===== config.mk =====
export PLATFORM = sky130hd
export DESIGN_NAME = decode_stage
export DESIGN_NICKNAME = d
export VERILOG_FILES = /design/src/rtl/decode_stage.sv
export SDC_FILE = /design/constraint.sdc
export NUM_CORES = 2
export LEC_CHECK = 0
export ABC_CLOCK_PERIOD_IN_PS = 6600
export CAP_MARGIN = 20
export CORE_UTILIZATION = 30
export DETAILED_ROUTE_END_ITERATION = 10
export SYNTH_ARGS = -nofsm -noshare
export SYNTH_HDL_FRONTEND = slang
export SYNTH_SLANG_ARGS = --single-unit

===== constraint.sdc =====
create_clock -name CLK -period 6.6 [get_ports CLK]
set_clock_uncertainty 0.15 [all_clocks]
set_input_delay 1.32 -clock CLK [delete_from_list [all_inputs] [get_ports CLK]]
set_output_delay 1.32 -clock CLK [all_outputs]
set_load 0.02 [all_outputs]

===== src/rtl/decode_stage.sv =====
// Decode stage: IF/ID register, 32-entry register file, MIPS-style decode, registered ID/EX bundle.
// Latency 1 edge D->E; StallF (load-use or HALT) holds fetch and D while E takes bubbles.
module decode_stage #(
    parameter int BUS_WIDTH  = 32,
    parameter int REG_ADDR_W = 5
) (
    input  logic                  CLK,
    input  logic                  RST,
    input  logic [BUS_WIDTH-1:0]  F_Instr,
    input  logic [BUS_WIDTH-1:0]  F_PC,
    input  logic                  F_Valid,
    input  logic                  FlushD,
    input  logic                  WB_En,
    input  logic [REG_ADDR_W-1:0] WB_Addr,
    input  logic [BUS_WIDTH-1:0]  WB_Data,
    output logic                  StallF,
    output logic                  Halted,
    output logic                  E_Valid,
    output logic [BUS_WIDTH-1:0]  E_PC,
    output logic [5:0]            E_Opcode,
    output logic [REG_ADDR_W-1:0] E_Rs,
    output logic [REG_ADDR_W-1:0] E_Rt,
    output logic [REG_ADDR_W-1:0] E_Rd,
    output logic [5:0]            E_Funct,
    output logic [BUS_WIDTH-1:0]  E_Imm,
    output logic [BUS_WIDTH-1:0]  E_RsData,
    output logic [BUS_WIDTH-1:0]  E_RtData,
    output logic                  E_RegWrite,
    output logic                  E_MemRead,
    output logic                  E_MemWrite,
    output logic                  E_Branch
);
    localparam logic [5:0] OP_RTYPE = 6'h00;
    localparam logic [5:0] OP_ADDI  = 6'h08;
    localparam logic [5:0] OP_LW    = 6'h23;
    localparam logic [5:0] OP_SW    = 6'h2B;
    localparam logic [5:0] OP_BEQ   = 6'h04;
    localparam logic [5:0] OP_HALT  = 6'h3F;
    localparam int         NUM_REGS = 2 ** REG_ADDR_W;

    logic                  d_vld;
    logic [BUS_WIDTH-1:0]  d_instr;
    logic [BUS_WIDTH-1:0]  d_pc;
    logic [BUS_WIDTH-1:0]  rf [NUM_REGS];

    logic [5:0]            d_opcode;
    logic [5:0]            d_funct;
    logic [REG_ADDR_W-1:0] d_rs;
    logic [REG_ADDR_W-1:0] d_rt;
    logic [REG_ADDR_W-1:0] d_rd;
    logic [BUS_WIDTH-1:0]  d_imm;
    logic [BUS_WIDTH-1:0]  rs_dat;
    logic [BUS_WIDTH-1:0]  rt_dat;
    logic                  uses_rs, uses_rt;
    logic                  reg_write, mem_read, mem_write, branch;
    logic                  is_halt;
    logic                  hazard;
    logic                  e_bubble;

    assign d_opcode = d_instr[31:26];
    assign d_rs     = d_instr[21 +: REG_ADDR_W];
    assign d_rt     = d_instr[16 +: REG_ADDR_W];
    assign d_rd     = d_instr[11 +: REG_ADDR_W];
    assign d_funct  = d_instr[5:0];
    assign d_imm    = {{(BUS_WIDTH-16){d_instr[15]}}, d_instr[15:0]};
    assign is_halt  = d_vld && (d_opcode == OP_HALT);

    always_comb begin
        uses_rs   = 1'b0;
        uses_rt   = 1'b0;
        reg_write = 1'b0;
        mem_read  = 1'b0;
        mem_write = 1'b0;
        branch    = 1'b0;
        case (d_opcode)
            OP_RTYPE: begin reg_write = 1'b1; uses_rs = 1'b1; uses_rt = 1'b1; end
            OP_ADDI:  begin reg_write = 1'b1; uses_rs = 1'b1; end
            OP_LW:    begin reg_write = 1'b1; mem_read = 1'b1; uses_rs = 1'b1; end
            OP_SW:    begin mem_write = 1'b1; uses_rs = 1'b1; uses_rt = 1'b1; end
            OP_BEQ:   begin branch = 1'b1; uses_rs = 1'b1; uses_rt = 1'b1; end
            default:  ;
        endcase
    end

    // Write-before-read: a same-cycle write-back to the read index is forwarded.
    always_comb begin
        rs_dat = rf[d_rs];
        if (d_rs == '0)
            rs_dat = '0;
        else if (WB_En && (WB_Addr == d_rs))
            rs_dat = WB_Data;
        rt_dat = rf[d_rt];
        if (d_rt == '0)
            rt_dat = '0;
        else if (WB_En && (WB_Addr == d_rt))
            rt_dat = WB_Data;
    end

    assign hazard = d_vld && E_Valid && E_MemRead && (E_Rt != '0) &&
                    (((E_Rt == d_rs) && uses_rs) || ((E_Rt == d_rt) && uses_rt));
    assign StallF   = hazard || Halted;
    assign e_bubble = FlushD || hazard || Halted;

    always_ff @(posedge CLK) begin
        if (RST || FlushD) begin
            d_vld   <= 1'b0;
            d_instr <= '0;
            d_pc    <= '0;
        end else if (!StallF) begin
            d_vld   <= F_Valid;
            d_instr <= F_Instr;
            d_pc    <= F_PC;
        end
    end

    always_ff @(posedge CLK) begin
        if (RST) begin
            for (int i = 0; i < NUM_REGS; i++)
                rf[i] <= '0;
        end else if (WB_En && (WB_Addr != '0)) begin
            rf[WB_Addr] <= WB_Data;
        end
    end

    always_ff @(posedge CLK) begin
        if (RST || e_bubble) begin
            E_Valid    <= 1'b0;
            E_PC       <= '0;
            E_Opcode   <= '0;
            E_Rs       <= '0;
            E_Rt       <= '0;
            E_Rd       <= '0;
            E_Funct    <= '0;
            E_Imm      <= '0;
            E_RsData   <= '0;
            E_RtData   <= '0;
            E_RegWrite <= 1'b0;
            E_MemRead  <= 1'b0;
            E_MemWrite <= 1'b0;
            E_Branch   <= 1'b0;
        end else begin
            E_Valid    <= d_vld;
            E_PC       <= d_pc;
            E_Opcode   <= d_opcode;
            E_Rs       <= d_rs;
            E_Rt       <= d_rt;
            E_Rd       <= d_rd;
            E_Funct    <= d_funct;
            E_Imm      <= d_imm;
            E_RsData   <= rs_dat;
            E_RtData   <= rt_dat;
            E_RegWrite <= reg_write && d_vld;
            E_MemRead  <= mem_read && d_vld;
            E_MemWrite <= mem_write && d_vld;
            E_Branch   <= branch && d_vld;
        end
    end

    // Halted latches on the same edge a valid HALT lands in E.
    always_ff @(posedge CLK) begin
        if (RST)
            Halted <= 1'b0;
        else if (!e_bubble && is_halt)
            Halted <= 1'b1;
    end
endmodule


### Word-level counts from Yosys, hierarchy flattened

Memories as Yosys holds them, arrays and structs flattened. A register that Yosys moved wholly into a read port is not among the register bits.
Index checks and enable logic that the tools add are counted.

* input bits: 106
* memory bits (writable): 1024
* logic and storage cells: 69
* flip-flop bits (word level): 146
* memories: 1

* mux-type cells: 14
* reductions and logical operators: 31
* equality and inequality tests: 7

Memory list
* rf: words 32, width 32, rd ports 2, clocked after Yosys merged registers in 2, write ports 32, line 44 `logic [BUS_WIDTH-1:0] rf [NUM_REGS];`

Operators with widths (count)
* $mux W32: 1
* $reduce_or A32 Y1: 1
* $eq A6 B6 Y1 const B: 3
* $logic_and A1 B1 Y1: 13
* $mux W1: 12
* $eq A5 B5 Y1: 2
* $logic_not A5 Y1: 2
* $reduce_bool A5 Y1: 2
* $eq A6 B3 Y1 const B: 1
* $eq A6 B4 Y1 const B: 1
* $logic_not A6 Y1: 1
* $logic_or A1 B1 Y1: 6
* $reduce_or A3 Y1: 2
* $mux W5: 1
* $reduce_or A5 Y1: 1
* $reduce_or A2 Y1: 2
* $logic_not A1 Y1: 1

### Logic depth before layout (Yosys ltp)

* depth in word-level cells: 10
* mapped depth: 10
* mapped depth without buffers: 5

### Least setup slack after synthesis

Ideal clock, no wire load.

* path type: input to register
* start point: in RST
* end point: mem rf[28][0], enable pin
* stages on the path: 6
* arrival: 2.952 ns
* buffers on the path: 2
* path slack: 3.123 ns
* path through: buf_2 -> nand2b_1 -> or4b_1 -> buf_4 -> nor2_4 -> or2_2

RTL lines
* from (decl): line 8 `input logic RST,`
* to (decl): line 44

### Final worst setup path

* start point: reg d_instr[21]
* end point: reg E_RsData[14] (read register of rf)

* longest elaborated chain between the ends: 8
* elaborated cells on any way between the ends: 9
* classes of those cells: 1 x eq/ne; 8 x reduce/logical

RTL lines
* from (decl): line 42 `logic [BUS_WIDTH-1:0] d_instr;`
* from (signal assigned): line 111 `d_instr <= F_Instr;`
* $eq A5 B5 Y1: line 100 `(((E_Rt == d_rs) && uses_rs) || ((E_Rt == d_rt) && uses_rt));`
* $logic_and A1 B1 Y1: line 100
* $logic_or A1 B1 Y1: line 100
* $logic_and A1 B1 Y1: line 99 `assign hazard = d_vld && E_Valid && E_MemRead && (E_Rt != '0) &&`
* $logic_or A1 B1 Y1 (2 in series): line 102 `assign e_bubble = FlushD || hazard || Halted;`
* $logic_or A1 B1 Y1: line 126 `if (RST || e_bubble) begin`
* $reduce_or A2 Y1 (no source line)
* to (decl): line 26 `output logic [BUS_WIDTH-1:0] E_RsData,`

Several ways; a longest one is shown, not always the timed one.
A chain may end at the register's enable or synchronous reset.

==> impl_results.md <==
- Run status: finished clean
- Number of library cell types mapped by synthesis: 82
- Layout cells sized above 1: 18.8%
- GRT overflow: 0
- Setup Slack @ Placement: 1.46 ns
- EDFF count, synth: 1024
- CP max FO: 37
- Initial core utilization: 30.2%
- Clk slew on worst S/H paths: 0.07 ns
- Reg2reg end: E_RsData[14]
- Core area: 205000 µm²
- Cells after Synth: 4510
- Synth top area share: 49.6%
- Switch Pwr: 4.75 mW
- CTS max path bufs: 3
- CTS Hold Bufs: 0
- Maximum clock rate: 212 MHz
- Peak supply drop: 275 µV
- Fin crit share: 71.6%
- Worst Slack Setup Final: 1.87 ns
- GP Congestion: 0.883
- Slowest-stage cell, CP: nand2b_1
- Antenna-violating nets left: 0
- Max-slew violations: 0
- CP max stage delay: 1.06 ns
- Clock Latency Late Sink: 0.79 ns
- PwrDens: 265 nW/µm²
- Sequential power share: 47.2%
- Setup TNS: 0 ns
- Clock share of power: 43.0%
- Initial antenna violation count: 24
- Syn Area/Cell: 13.7 µm²
- Final Setup Violations: 0
- Cell row count: 166
- Final net count: 4702
- Critical path startpoint category: register
- Root buffer cell: clkbuf_16
- Sw Ratio: 24.8%
- Synth area leader: edfxtp_1
- R2r startpoint: d_instr[21]
- Sequential fraction of the synthesis area: 56.0%
- Inserted Clock Buffers: 140
- DR pass1 iterations: 7
- Post-CTS Setup Bufs: 0
- Post-synth design cell area: 62000 µm²
- DRC violations left: 0
- Port bufs: 267
- Yosys reg bits: 1223
- First-pass GRT wire length: 331 mm
- Top cells by area, synth: edfxtp_1 (50%), mux4_2 (11%), and2_1 (10%), dfxtp_1 (6.4%), mux2i_1 (5.1%)
- Area Growth Syn to Fin: 16.3%
- RSZ-0062 raised after global routing: false
- WL final: 241 mm
- Post-CTS resize count: 0
- Worst Reg2Reg Path Length in Cells: 7
- Internal power: 14.4 mW
- Fill count: 19500
- TritonCTS clock tree: built
- Pin count of the biggest net entering global routing: 113
- Final HPWL DP: 144 mm
- Worst Hold Endpoint: E_PC[8]
- Worst path cell trace: buf_4 -> nand2b_1 -> buf_4 -> o221ai_1 -> o211ai_1 -> o311ai_1 -> a21oi_1
- Max cap viols: 0
- I/O pin cnt: 268
- DIE AREA: 208000 µm²
- Drt wl/cell: 32.4 µm
- Hold path depth: 1
- Critical path class: reg2reg
- Slew of the pin with the lowest slew margin: 1.29 ns
- Combinational Power Share: 9.8%
- Flop2flop setup slack: 1.87 ns
- Die width: 457 µm
- Synth Flop Type: edfxtp_1
- Critical path required time: 7.13 ns
- Htree depth: 4
- Async SR Flop Fraction: 0%
- GRT Resource Usage Total: 22.5%
- Slew margin rel.: 14.2%
- Vias: 42800
- Arr. time, crit path: 5.26 ns
- Die height: 457 µm
- Initial DRC Count: 6534
- Static leakage: 23.9 nW
- Setup crit end kind: register
- Number of global-route vias before repair: 41400
- # clock sinks: 1223
- Syn. warnings: 0
- Hold crit path type: reg2reg
- DR vias/cell: 5.77
- Hold Path Origin: d_pc[8]
- Pwr Total: 19.1 mW
- Hold Fails Final Rpt: 0
- Post-layout min period: 4.73 ns
- Top cell by count, worst path: buf_4
worst max-delay path by stage:
stage	slack, ns	startpoint	endpoint
2_1_floorplan	3.12	RST	rf[28][0]
3_3_place_gp	1.42	WB_Addr[2]	rf[4][27]
3_5_place_dp	1.46	WB_Addr[2]	rf[12][25]
4_1_cts	1.34	d_instr[21]	StallF
5_1_grt	1.77	d_instr[21]	StallF
6_report	1.87	d_instr[21]	E_RsData[14]
per-stage QoR:
step | area (µm²) | utilization (%) | cells | hold slack (ns)
floorplan | 62100 | - | 4541 | 0.296
global placement | 66900 | 32.6 | 7126 | 0.301
detailed placement | 67100 | 32.7 | 7135 | 0.307
CTS | 71900 | 35.1 | 7393 | 0.311
global route | 72000 | 35.1 | 7403 | 0.330
finish | 72100 | 35.2 | 7415 | 0.314
power groups by stage:
stage | Sequential, mW | Combinational [mW] | Clock, mW
after floorplan | 9.07 | 1.07 | 0
after global placement | 9.16 | 1.80 | 0
after detailed placement | 9.18 | 1.83 | 0
after CTS | 9.02 | 1.83 | 8.29
after global routing | 9.07 | 1.93 | 8.57
final | 9.04 | 1.87 | 8.22
layer usage:
layer  wire length (µm)  track usage, %  up-vias
li1                   -               -    17300
met1              90800            28.4    21900
met2             109000            35.0     2961
met3              27500            6.57      601
met4              13100            11.4       12
met5                 73               0        -
synth_stat cells (all sizes together) (3+ instances only):
cell type / n
a211oi: 43
nand3b: 10
a2bb2oi: 5
buf: 231
nor3: 6
a21oi: 132
inv: 8
a211o: 22
nand3: 69
or3b: 8
nor2: 76
nand4: 3
o221a: 3
or4: 9
mux4: 321
xor2: 15
nor2b: 7
and2: 996
o22ai: 66
a221o: 17
o21ai: 127
a22o: 32
or2: 35
nor4: 13
or3: 8
o221ai: 91
a22oi: 54
a221oi: 6
dfxtp: 199
nand2: 40
mux2: 86
o2111ai: 5
o211ai: 8
nor3b: 3
o2bb2ai: 38
nand2b: 3
clkbuf: 276
and3: 68
mux2i: 313
o311ai: 6
a41oi: 3
edfxtp: 1024
xnor2: 5
a21o: 8
critical path, delay by kind of cell, from the launching register on:
| family | cells | cell delay (ns) |
|---|---|---|
| buffers and inverters | 2 | 1.27 |
| AO/OA/AOI/OAI | 4 | 1.21 |
| AND/OR/NAND/NOR | 1 | 1.06 |
| flip-flops | 1 | 0.81 |
placed cells by master (no fill, tap or decap), types with 9 or more instances in the layout:
| cell type | synthesis | layout |
|---|---|---|
| a22oi_1 | 54 | 54 |
| conb_1 | 1 | 32 |
| and3_1 | 68 | 67 |
| o221ai_1 | 91 | 91 |
| and2_1 | 995 | 994 |
| a221o_1 | 17 | 17 |
| nand2_1 | 38 | 38 |
| o21ai_0 | 111 | 111 |
| buf_4 | 90 | 131 |
| clkinv_1 | 1 | 18 |
| nor2_1 | 69 | 44 |
| dfxtp_1 | 199 | 190 |
| a22o_1 | 32 | 32 |
| clkinv_2 | 0 | 23 |
| a211oi_1 | 39 | 39 |
| xor2_1 | 15 | 15 |
| mux4_2 | 314 | 314 |
| or4_1 | 9 | 9 |
| diode_2 | 0 | 15 |
| bufinv_16 | 0 | 19 |
| nor4_1 | 9 | 9 |
| or2_2 | 34 | 33 |
| o2bb2ai_1 | 38 | 38 |
| mux2i_1 | 313 | 313 |
| a211o_1 | 22 | 22 |
| mux2_2 | 83 | 83 |
| clkbuf_1 | 253 | 25 |
| o21ai_1 | 16 | 16 |
| nor2_4 | 7 | 32 |
| nand3_1 | 68 | 67 |
| buf_12 | 2 | 12 |
| o22ai_1 | 66 | 66 |
| edfxtp_1 | 1024 | 1024 |
| clkbuf_16 | 0 | 145 |
| clkdlybuf4s50_1 | 0 | 266 |
| a21oi_1 | 132 | 132 |
kinds of logic after synthesis:
family                 after synthesis  share of synthesized area, %
buffers and inverters              516                          4.37
flip-flops                        1223                          56.0
AND/OR/NAND/NOR                   1358                          13.4
other                                1                       0.00605
XOR/XNOR                            20                         0.283
AO/OA/AOI/OAI                      672                          7.55
multiplexers                       720                          18.3
state kept, by name, indices dropped and copies added, names as in the netlist, 5 cells and up:
register / flops
E_Funct: 5
E_Imm: 6
E_Opcode: 6
E_PC: 32
E_Rd: 5
E_Rs: 5
E_RsData: 32
E_Rt: 5
E_RtData: 32
d_instr: 32
d_pc: 32
rf: 1024
layout make-up:
class	instances	area, µm²	area share (%)
Inverter	9	33.8	0.0469
Clock buffer	180	3840	5.33
Multi-Input combinational cell	2802	24900	34.6
Antenna cell	15	37.5	0.0521
Timing Repair Buffer	420	4140	5.74
Sequential cell	1223	34800	48.2
Clock inverter	78	985	1.37
Tap cell	2688	3360	4.67
(Power assumes the default switching activity.)
